`src/rtl/gestor_conmutacion_baterias_if.sv`:
```
// Bundle of signals between the discharge detector, the battery switch
// manager and the power-path switch / front-panel LED.
// The master side drives the raw discharged flags and watches the results.
// The slave side is the manager itself.
interface gestor_conmutacion_baterias_if;
    logic advertencia_bateria_1;
    logic advertencia_bateria_2;
    logic seleccion_bateria;
    logic carga_habilitada;
    logic cambio_pulso;
    logic alarma_led;
    logic ambas_descargadas;

    modport master (
        output advertencia_bateria_1,
        output advertencia_bateria_2,
        input  seleccion_bateria,
        input  carga_habilitada,
        input  cambio_pulso,
        input  alarma_led,
        input  ambas_descargadas
    );

    modport slave (
        input  advertencia_bateria_1,
        input  advertencia_bateria_2,
        output seleccion_bateria,
        output carga_habilitada,
        output cambio_pulso,
        output alarma_led,
        output ambas_descargadas
    );
endinterface

```
`src/rtl/gestor_conmutacion_baterias.sv`:
```
// Battery switch manager.
// Each raw discharged flag is debounced by a symmetric sample-count filter.
// A three-state selector then decides which battery feeds the load.
// The outputs are registered from the next state, so they move on the same
// edge as the state. While both batteries are empty the LED blinks with a
// half-period of PERIODO_PARPADEO cycles.
module gestor_conmutacion_baterias #(
    parameter int FILTRO_CICLOS    = 4,
    parameter int PERIODO_PARPADEO = 8
) (
    input  logic                          clk,
    input  logic                          rst,
    gestor_conmutacion_baterias_if.slave  bus
);

    localparam int CW = $clog2(FILTRO_CICLOS + 1);
    localparam int BW = $clog2(PERIODO_PARPADEO + 1);
    localparam logic [CW-1:0] CNT_ULT = CW'(FILTRO_CICLOS - 1);
    localparam logic [BW-1:0] BLK_ULT = BW'(PERIODO_PARPADEO - 1);

    typedef enum logic [1:0] {
        USA_B1      = 2'd0,
        USA_B2      = 2'd1,
        SIN_ENERGIA = 2'd2
    } estado_t;

    // Raw flags packed as {battery 2, battery 1}
    logic [1:0]    raw;
    logic [1:0]    f_q, f_d;
    logic [CW-1:0] cnt_q [2];
    logic [CW-1:0] cnt_d [2];

    estado_t       estado_q, estado_d;
    logic [BW-1:0] blk_q, blk_d;
    logic          sel_q, sel_d;
    logic          carga_q, carga_d;
    logic          pulso_q, pulso_d;
    logic          led_q, led_d;
    logic          ambas_q, ambas_d;

    assign raw = {bus.advertencia_bateria_2, bus.advertencia_bateria_1};

    // Debounce: a flag flips only after FILTRO_CICLOS consecutive disagreeing samples
    always_comb begin
        f_d = f_q;
        for (int i = 0; i < 2; i++) begin
            cnt_d[i] = '0;
            if (raw[i] != f_q[i]) begin
                if (cnt_q[i] == CNT_ULT) begin
                    f_d[i] = ~f_q[i];
                end else begin
                    cnt_d[i] = cnt_q[i] + CW'(1);
                end
            end
        end
    end

    // Filter state registers
    always_ff @(posedge clk or posedge rst) begin
        if (rst) begin
            f_q      <= '0;
            cnt_q[0] <= '0;
            cnt_q[1] <= '0;
        end else begin
            f_q      <= f_d;
            cnt_q[0] <= cnt_d[0];
            cnt_q[1] <= cnt_d[1];
        end
    end

    // Selector next state plus output decode.
    // Outputs are decoded from the next state so they register together with it.
    always_comb begin
        estado_d = estado_q;
        blk_d    = '0;
        led_d    = 1'b0;
        pulso_d  = 1'b0;

        case (estado_q)
            USA_B1: begin
                if (f_q[0] && f_q[1]) begin
                    estado_d = SIN_ENERGIA;
                end else if (f_q[0]) begin
                    estado_d = USA_B2;
                end
            end
            USA_B2: begin
                if (f_q[0] && f_q[1]) begin
                    estado_d = SIN_ENERGIA;
                end else if (f_q[1]) begin
                    estado_d = USA_B1;
                end
            end
            SIN_ENERGIA: begin
                // Battery 1 wins when both recover on the same edge
                if (!f_q[0]) begin
                    estado_d = USA_B1;
                end else if (!f_q[1]) begin
                    estado_d = USA_B2;
                end
            end
            default: estado_d = USA_B1;
        endcase

        sel_d   = (estado_d == USA_B2);
        carga_d = (estado_d != SIN_ENERGIA);
        ambas_d = (estado_d == SIN_ENERGIA);

        // Pulse only on a direct battery swap.
        // The pulse is suppressed right after a previous one, so it never lasts two cycles.
        if (((estado_q == USA_B1) && (estado_d == USA_B2)) ||
            ((estado_q == USA_B2) && (estado_d == USA_B1))) begin
            pulso_d = !pulso_q;
        end

        if (estado_d == SIN_ENERGIA) begin
            if (estado_q != SIN_ENERGIA) begin
                // Entry: start with the LED lit and a fresh half-period
                led_d = 1'b1;
                blk_d = '0;
            end else if (blk_q == BLK_ULT) begin
                led_d = ~led_q;
                blk_d = '0;
            end else begin
                led_d = led_q;
                blk_d = blk_q + BW'(1);
            end
        end else begin
            // Steady on when one battery is flagged, off when none is
            led_d = f_q[0] | f_q[1];
        end
    end

    // Selector state, blink counter and registered outputs
    always_ff @(posedge clk or posedge rst) begin
        if (rst) begin
            estado_q <= USA_B1;
            blk_q    <= '0;
            sel_q    <= 1'b0;
            carga_q  <= 1'b1;
            pulso_q  <= 1'b0;
            led_q    <= 1'b0;
            ambas_q  <= 1'b0;
        end else begin
            estado_q <= estado_d;
            blk_q    <= blk_d;
            sel_q    <= sel_d;
            carga_q  <= carga_d;
            pulso_q  <= pulso_d;
            led_q    <= led_d;
            ambas_q  <= ambas_d;
        end
    end

    assign bus.seleccion_bateria = sel_q;
    assign bus.carga_habilitada  = carga_q;
    assign bus.cambio_pulso      = pulso_q;
    assign bus.alarma_led        = led_q;
    assign bus.ambas_descargadas = ambas_q;

endmodule

```
`src/flat_wrapper.sv`:
```
// flat-port wrapper written by rule: the top's interface ports become plain ports
module gestor_conmutacion_baterias_flat 
#(
    parameter int FILTRO_CICLOS    = 4,
    parameter int PERIODO_PARPADEO = 8
)
  (clk, rst, bus_advertencia_bateria_1, bus_advertencia_bateria_2, bus_seleccion_bateria, bus_carga_habilitada, bus_cambio_pulso, bus_alarma_led, bus_ambas_descargadas);
  gestor_conmutacion_baterias_if bus_i ();
  input  logic clk;
  input  logic rst;
  input wire logic [$bits(bus_i.advertencia_bateria_1)-1:0] bus_advertencia_bateria_1;
  input wire logic [$bits(bus_i.advertencia_bateria_2)-1:0] bus_advertencia_bateria_2;
  output wire logic [$bits(bus_i.seleccion_bateria)-1:0] bus_seleccion_bateria;
  output wire logic [$bits(bus_i.carga_habilitada)-1:0] bus_carga_habilitada;
  output wire logic [$bits(bus_i.cambio_pulso)-1:0] bus_cambio_pulso;
  output wire logic [$bits(bus_i.alarma_led)-1:0] bus_alarma_led;
  output wire logic [$bits(bus_i.ambas_descargadas)-1:0] bus_ambas_descargadas;
  assign bus_i.advertencia_bateria_1 = bus_advertencia_bateria_1;
  assign bus_i.advertencia_bateria_2 = bus_advertencia_bateria_2;
  assign bus_seleccion_bateria = bus_i.seleccion_bateria;
  assign bus_carga_habilitada = bus_i.carga_habilitada;
  assign bus_cambio_pulso = bus_i.cambio_pulso;
  assign bus_alarma_led = bus_i.alarma_led;
  assign bus_ambas_descargadas = bus_i.ambas_descargadas;
  gestor_conmutacion_baterias #(.FILTRO_CICLOS(FILTRO_CICLOS), .PERIODO_PARPADEO(PERIODO_PARPADEO)) u_core (.clk(clk), .rst(rst), .bus(bus_i));
endmodule
```
`config.mk`:
```
export PLATFORM = sky130hd
export DESIGN_NAME = gestor_conmutacion_baterias_flat
export DESIGN_NICKNAME = d
export VERILOG_FILES = /design/src/rtl/gestor_conmutacion_baterias_if.sv /design/src/rtl/gestor_conmutacion_baterias.sv /design/src/flat_wrapper.sv
export SDC_FILE = /design/constraint.sdc
export NUM_CORES = 1
export LEC_CHECK = 0
export CAP_MARGIN = 10
export CORE_UTILIZATION = 47
export DETAILED_ROUTE_END_ITERATION = 7
export GPL_ROUTABILITY_DRIVEN = 1
export PLACE_DENSITY = 0.7
export RECOVER_POWER = 100
export SYNTH_ARGS = -nofsm -noshare
export SYNTH_HDL_FRONTEND = slang
export SYNTH_SLANG_ARGS = --single-unit
export TNS_END_PERCENT = 50
```
`constraint.sdc`:
```
create_clock -name clk -period 0.99 [get_ports clk]
set_input_delay 0.099 -clock clk [delete_from_list [all_inputs] [get_ports clk]]
set_output_delay 0.099 -clock clk [all_outputs]
set_load 0.005 [all_outputs]
```
== Word level (Yosys, flattened, before mapping) ==
Cells that the tools add are included.
Widths: inputs -> output; s select.

* Latch bits: 0
* Memories kept: 0
* ROM bits: 0
* Input bits: 4
* Bits in writable memories: 0
* Logic and storage cells: 57
* Bits in registers: 19
* Output and inout bits: 5

* Div/mod/pow operators: 0
* Shift operators: 0
* Multipliers: 0
* Bitwise operators: 4
* Reduce and logical (&&, ||, !) cells: 9
* Equality and inequality tests: 12
* Magnitude comparators: 0
* Multiplexer cells: 18
* Add/sub/neg operators: 3

{| class="wikitable"
|+ Operators with widths
! kind !! number
|-
| $mux 2 || 6
|-
| $mux 3 || 4
|-
| $mux 4 || 3
|-
| $add 3x1->3 const B || 2
|-
| $eq 3x2->1 const B || 2
|-
| $pmux 2 s3 || 1
|-
| $add 4x1->4 const B || 1
|-
| $eq 2x1->1 const B || 2
|-
| $eq 2x2->1 const B || 2
|-
| $eq 4x3->1 const B || 1
|-
| $logic_not 2->1 || 2
|-
| $mux 1 || 4
|-
| $ne 2x2->1 const B || 2
|-
| $reduce_and 2->1 || 2
|-
| $logic_and 1x1->1 || 3
|-
| $ne 3x3->1 const B || 1
|-
| $not 1->1 || 3
|-
| $ne 1x1->1 || 2
|-
| $logic_not 1->1 || 1
|-
| $logic_or 1x1->1 || 1
|-
| $or 1x1->1 || 1
|}

== Longest topological paths before layout ==
* Depth after elaboration: 7
* Mapped depth: 4
* Depth with buffers taken out: 4

== Worst setup path after synthesis ==
Ideal clock, no wire load.

* Kind: flip-flop to flip-flop
* Start: reg u_core.cnt_q[3] in the netlist's numbering
* End: reg u_core.f_q[0]
* Setup time: 125 ps
* Slack: -106 ps
* Path buffers: 0
* Data required time: 865 ps
* Stages on the path, launching flop included: 4
* Period minus slack after synthesis: 1096 ps
* Arrival time: 972 ps
* Cells stage by stage: dfrtp_1 > ha_1 > nor2b_1 > mux2_2

* Cells in the longest elaborated chain, start to end: 2

{| class="wikitable"
|+ Ends and longest elaborated chain
! element !! RTL line !! text
|-
| start: declaration || gestor_conmutacion_baterias.sv:30 || <nowiki>logic [CW-1:0] cnt_q [2];</nowiki>
|-
| $eq 3x2->1 || gestor_conmutacion_baterias.sv:49 || <nowiki>if (cnt_q[i] == CNT_ULT) begin</nowiki>
|-
| $reduce_and 2->1 (no line) || n/a ||
|-
| end signal: assignment || gestor_conmutacion_baterias.sv:61 || <nowiki>f_q <= '0;</nowiki>
|-
| end signal: assignment || gestor_conmutacion_baterias.sv:65 || <nowiki>f_q <= f_d;</nowiki>
|-
| end: declaration || gestor_conmutacion_baterias.sv:29 || <nowiki>logic [1:0] f_q, f_d;</nowiki>
|}

No other way between the ends.
A chain may end at the register's enable or synchronous reset.

== Worst setup path in the final report ==
* Start: reg u_core.cnt_q[0] in the netlist's numbering
* End: reg u_core.f_q[1]

The elaborated chain is that of the path after synthesis.

==> flow_metrics.py <==
metrics = {
    "setup_path": {
        "critPathCaptureType": "flip-flop",
        "cp.required_ps": 1180,
        "critical_path_class": "reg -> reg",
        "cp-start-kind": "flip-flop",
        "rr_worst_depth": 3,
        "cp_max_fo": 2,
        "crit_arrival_ps": 1290,
    },
    "clock_tree": {
        "cts_sinks": 19,
        "ctsHoldBuffers": 0,
        "cts_root_buffer": "clkbuf_4",
        "clock_path_buffers": 2,
        "clk_latency_ps": 300,
        "cts_tree": "built",
        "cts_max_level": 1,
        "cts_buffers": 3,
        "clk_pin_slew_ps": 110,
    },
    "synthesis": {
        "synthDistinctLibCells": 22,
        "synthesis.area_um2": 787.0,
        "yosys_warnings": 0,
        "syn_nets": 71,
        "synth_area_per_cell_um2": 12.30,
        "ys_top_cells_by_area": "dfrtp_1, ha_1, dfstp_2",
        "synth_top_area_cell": "dfrtp_1",
        "postSynthCellCount": 64,
        "ys_seq_elements": 19,
        "netlist.area_leader.share_pct": 57.23,
        "yosysSeqAreaShare_pct": 60.57,
    },
    "drt": {
        "num_vias": 534,
        "first_pass_iters": 3,
        "top_layer_used": "met4",
        "final_antenna_net_count": 0,
        "wire_per_inst_um": 13.41,
        "drcViolationCount": 0,
        "wl_met1_um": 586,
        "vias_per_cell": 5.340,
        "route.met3.wl_um": 34,
        "first_iter_violations": 5,
        "wl_met2_um": 671,
        "drt-total-wl_um": 1341,
    },
    "final_layout": {
        "nNetsFinal": 92,
        "area_delta_synth_final_pct": 30.05,
        "drive_gt1_share_pct": 41.67,
        "antenna_cells": 0,
        "mostFrequentLayoutCell": "dfrtp_1",
        "layout_common_cells": "dfrtp_1, buf_4, nor2_1, clkbuf_4",
        "stdcell_count": 100,
    },
    "sta": {
        "hold_viol_final": 0,
        "period_minus_slack_ps": 1105,
        "finalMaxSlewViolations": 0,
        "fin_skew_ps": 8.177,
        "finalCritPeriodShare_pct": 111.6,
        "fmax_ghz": 0.9052,
        "rsz0062_at_grt": "true",
        "max_slew_margin_pct": 70.71,
        "hold_slack_ps": 312.0,
        "fin_ws_ps": -114.8,
        "finalSetupViolations": 7,
        "tightest_slew_ps": 439.3,
    },
    "grt": {
        "grt_max_degree": 20,
        "grt_pass1_vias": 547,
        "groute.usage.overall_pct": 18.07,
        "grt_pass1_wl_um": 2311,
        "globalRouteOverflowTotal": 0,
        "antenna_found_initial": 0,
    },
    "place": {
        "portBuffers": 8,
        "place.gp.congestion": 0.7827,
        "dp_cells": 93,
        "hpwl_um": 940.9,
    },
    "run_status": {
        "status": "finished with violations",
        "violations": "negative setup slack",
    },
    "floorplan": {
        "pin_count": 9,
        "floorplan.core_area_um2": 1541,
        "dieArea_um2": 1842,
        "die_w_um": 42.92,
        "die_h_um": 42.92,
        "rows": 14,
        "start_util_pct": 51.06,
    },
    "power": {
        "leakage_uw": 0.0004654,
        "powerDensity_nw_per_um2": 2493,
        "irDropWorstVdd_mv": 1.456,
    },
    "worst_hold_path": {
        "min-delay-path-class": "in -> async",
    },
    "run": {
        "drv_cap": 0,
    },
}
where the power goes:
part | internal, uW | switching [uW]
clock | 157 | 231
sequential | 1030 | 201
combinational | 537 | 398
total | 1720 | 830
critical path, cell delays in order (launching register included):
cell     delay [ps]
dfrtp_1         370
ha_2            180
nor2b_4         160
mux2_4          300
synthesized netlist by cell type:
cell type / instances
nand2_1: 2
dfrtp_1: 18
nor3_1: 3
buf_4: 2
nand2b_1: 2
mux2i_1: 1
nand3_1: 2
ha_1: 3
dfstp_2: 1
inv_1: 2
o21a_1: 2
nand4b_1: 1
nand3b_1: 2
nor2_1: 5
and4b_4: 1
nor2b_1: 4
nor3b_1: 2
mux2_2: 2
xnor2_1: 3
o21ai_2: 1
and2_1: 1
a21oi_1: 4
layer usage:
layer | global-route usage, % | vias up
met1 | 19.89 | 264
met4 | 15.00 | 0
li1 | - | 258
met2 | 29.39 | 7
met5 | 0 | -
met3 | 3.830 | 5
cells by family (layout without fill, tap and decap cells):
kind of cell | after synthesis | count (layout) | synth area share, %
buffers and inverters | 4 | 24 | 2.861
adder cells (fa/ha/maj) | 3 | 3 | 4.770
flip-flops | 19 | 19 | 60.57
multiplexers | 3 | 3 | 4.133
XOR/XNOR | 3 | 3 | 3.339
AO/OA/AOI/OAI | 7 | 7 | 5.564
AND/OR/NAND/NOR | 25 | 25 | 18.76
flip-flops by register name (all words and copies together) (netlist names):
register,count
u_core.cnt_q,6
u_core.blk_q,4
u_core.estado_q,2
u_core.f_q,2
u_core.bus.alarma_led,1
u_core.bus.ambas_descargadas,1
u_core.bus.cambio_pulso,1
u_core.bus.carga_habilitada,1
u_core.bus.seleccion_bateria,1
stage by stage:
stage | area (um2) | utilization, % | worst slack, ps | setup TNS, ps | power, uW
3_5_place_dp | 964.7 | 62.58 | -124.3 | -446.0 | 2163
6_report | 1023 | 66.40 | -114.8 | -536.5 | 2551
4_1_cts | 1003 | 65.10 | -123.5 | -396.6 | 2529
5_1_grt | 1023 | 66.40 | -181.6 | -1008 | 2722
2_1_floorplan | 814.5 | - | -61.79 | -157.0 | 1754
3_3_place_gp | 964.7 | 62.58 | -93.56 | -380.6 | 2119
final timing paths:
| check | startpoint | to | slack, ps |
|---|---|---|---|
| worst max-delay path | u_core.cnt_q[0] | u_core.f_q[1] | -110 |
| worst min-delay path | rst | u_core.blk_q[1] | 310 |
| worst max register to register | u_core.cnt_q[0] | u_core.f_q[1] | -110 |
| worst min register to register | u_core.cnt_q[0] | u_core.cnt_q[0] | 450 |
| max in group asynchronous | rst | u_core.bus.carga_habilitada | 350 |
| min in group clk | u_core.cnt_q[0] | u_core.cnt_q[0] | 450 |
final cells by class:
type | instances | area [um2]
Fill cell | 116 | 518.0
Sequential cell | 19 | 478.0
Multi-Input combinational cell | 41 | 366.6
Timing Repair Buffer | 18 | 125.1
Clock buffer | 4 | 26.28
Tap cell | 16 | 20.02
Inverter | 2 | 7.507
timing repair:
| item | 4_1_cts | 5_1_grt |
|---|---|---|
| hold endpoints to repair | 0 | 0 |
| buffers inserted | 0 | 3 |
| pin swaps | 1 | 5 |
| setup endpoints to repair | 11 | 17 |
| resized for setup | 22 | 9 |
No activity file was read; power rests on OpenSTA's default activity.
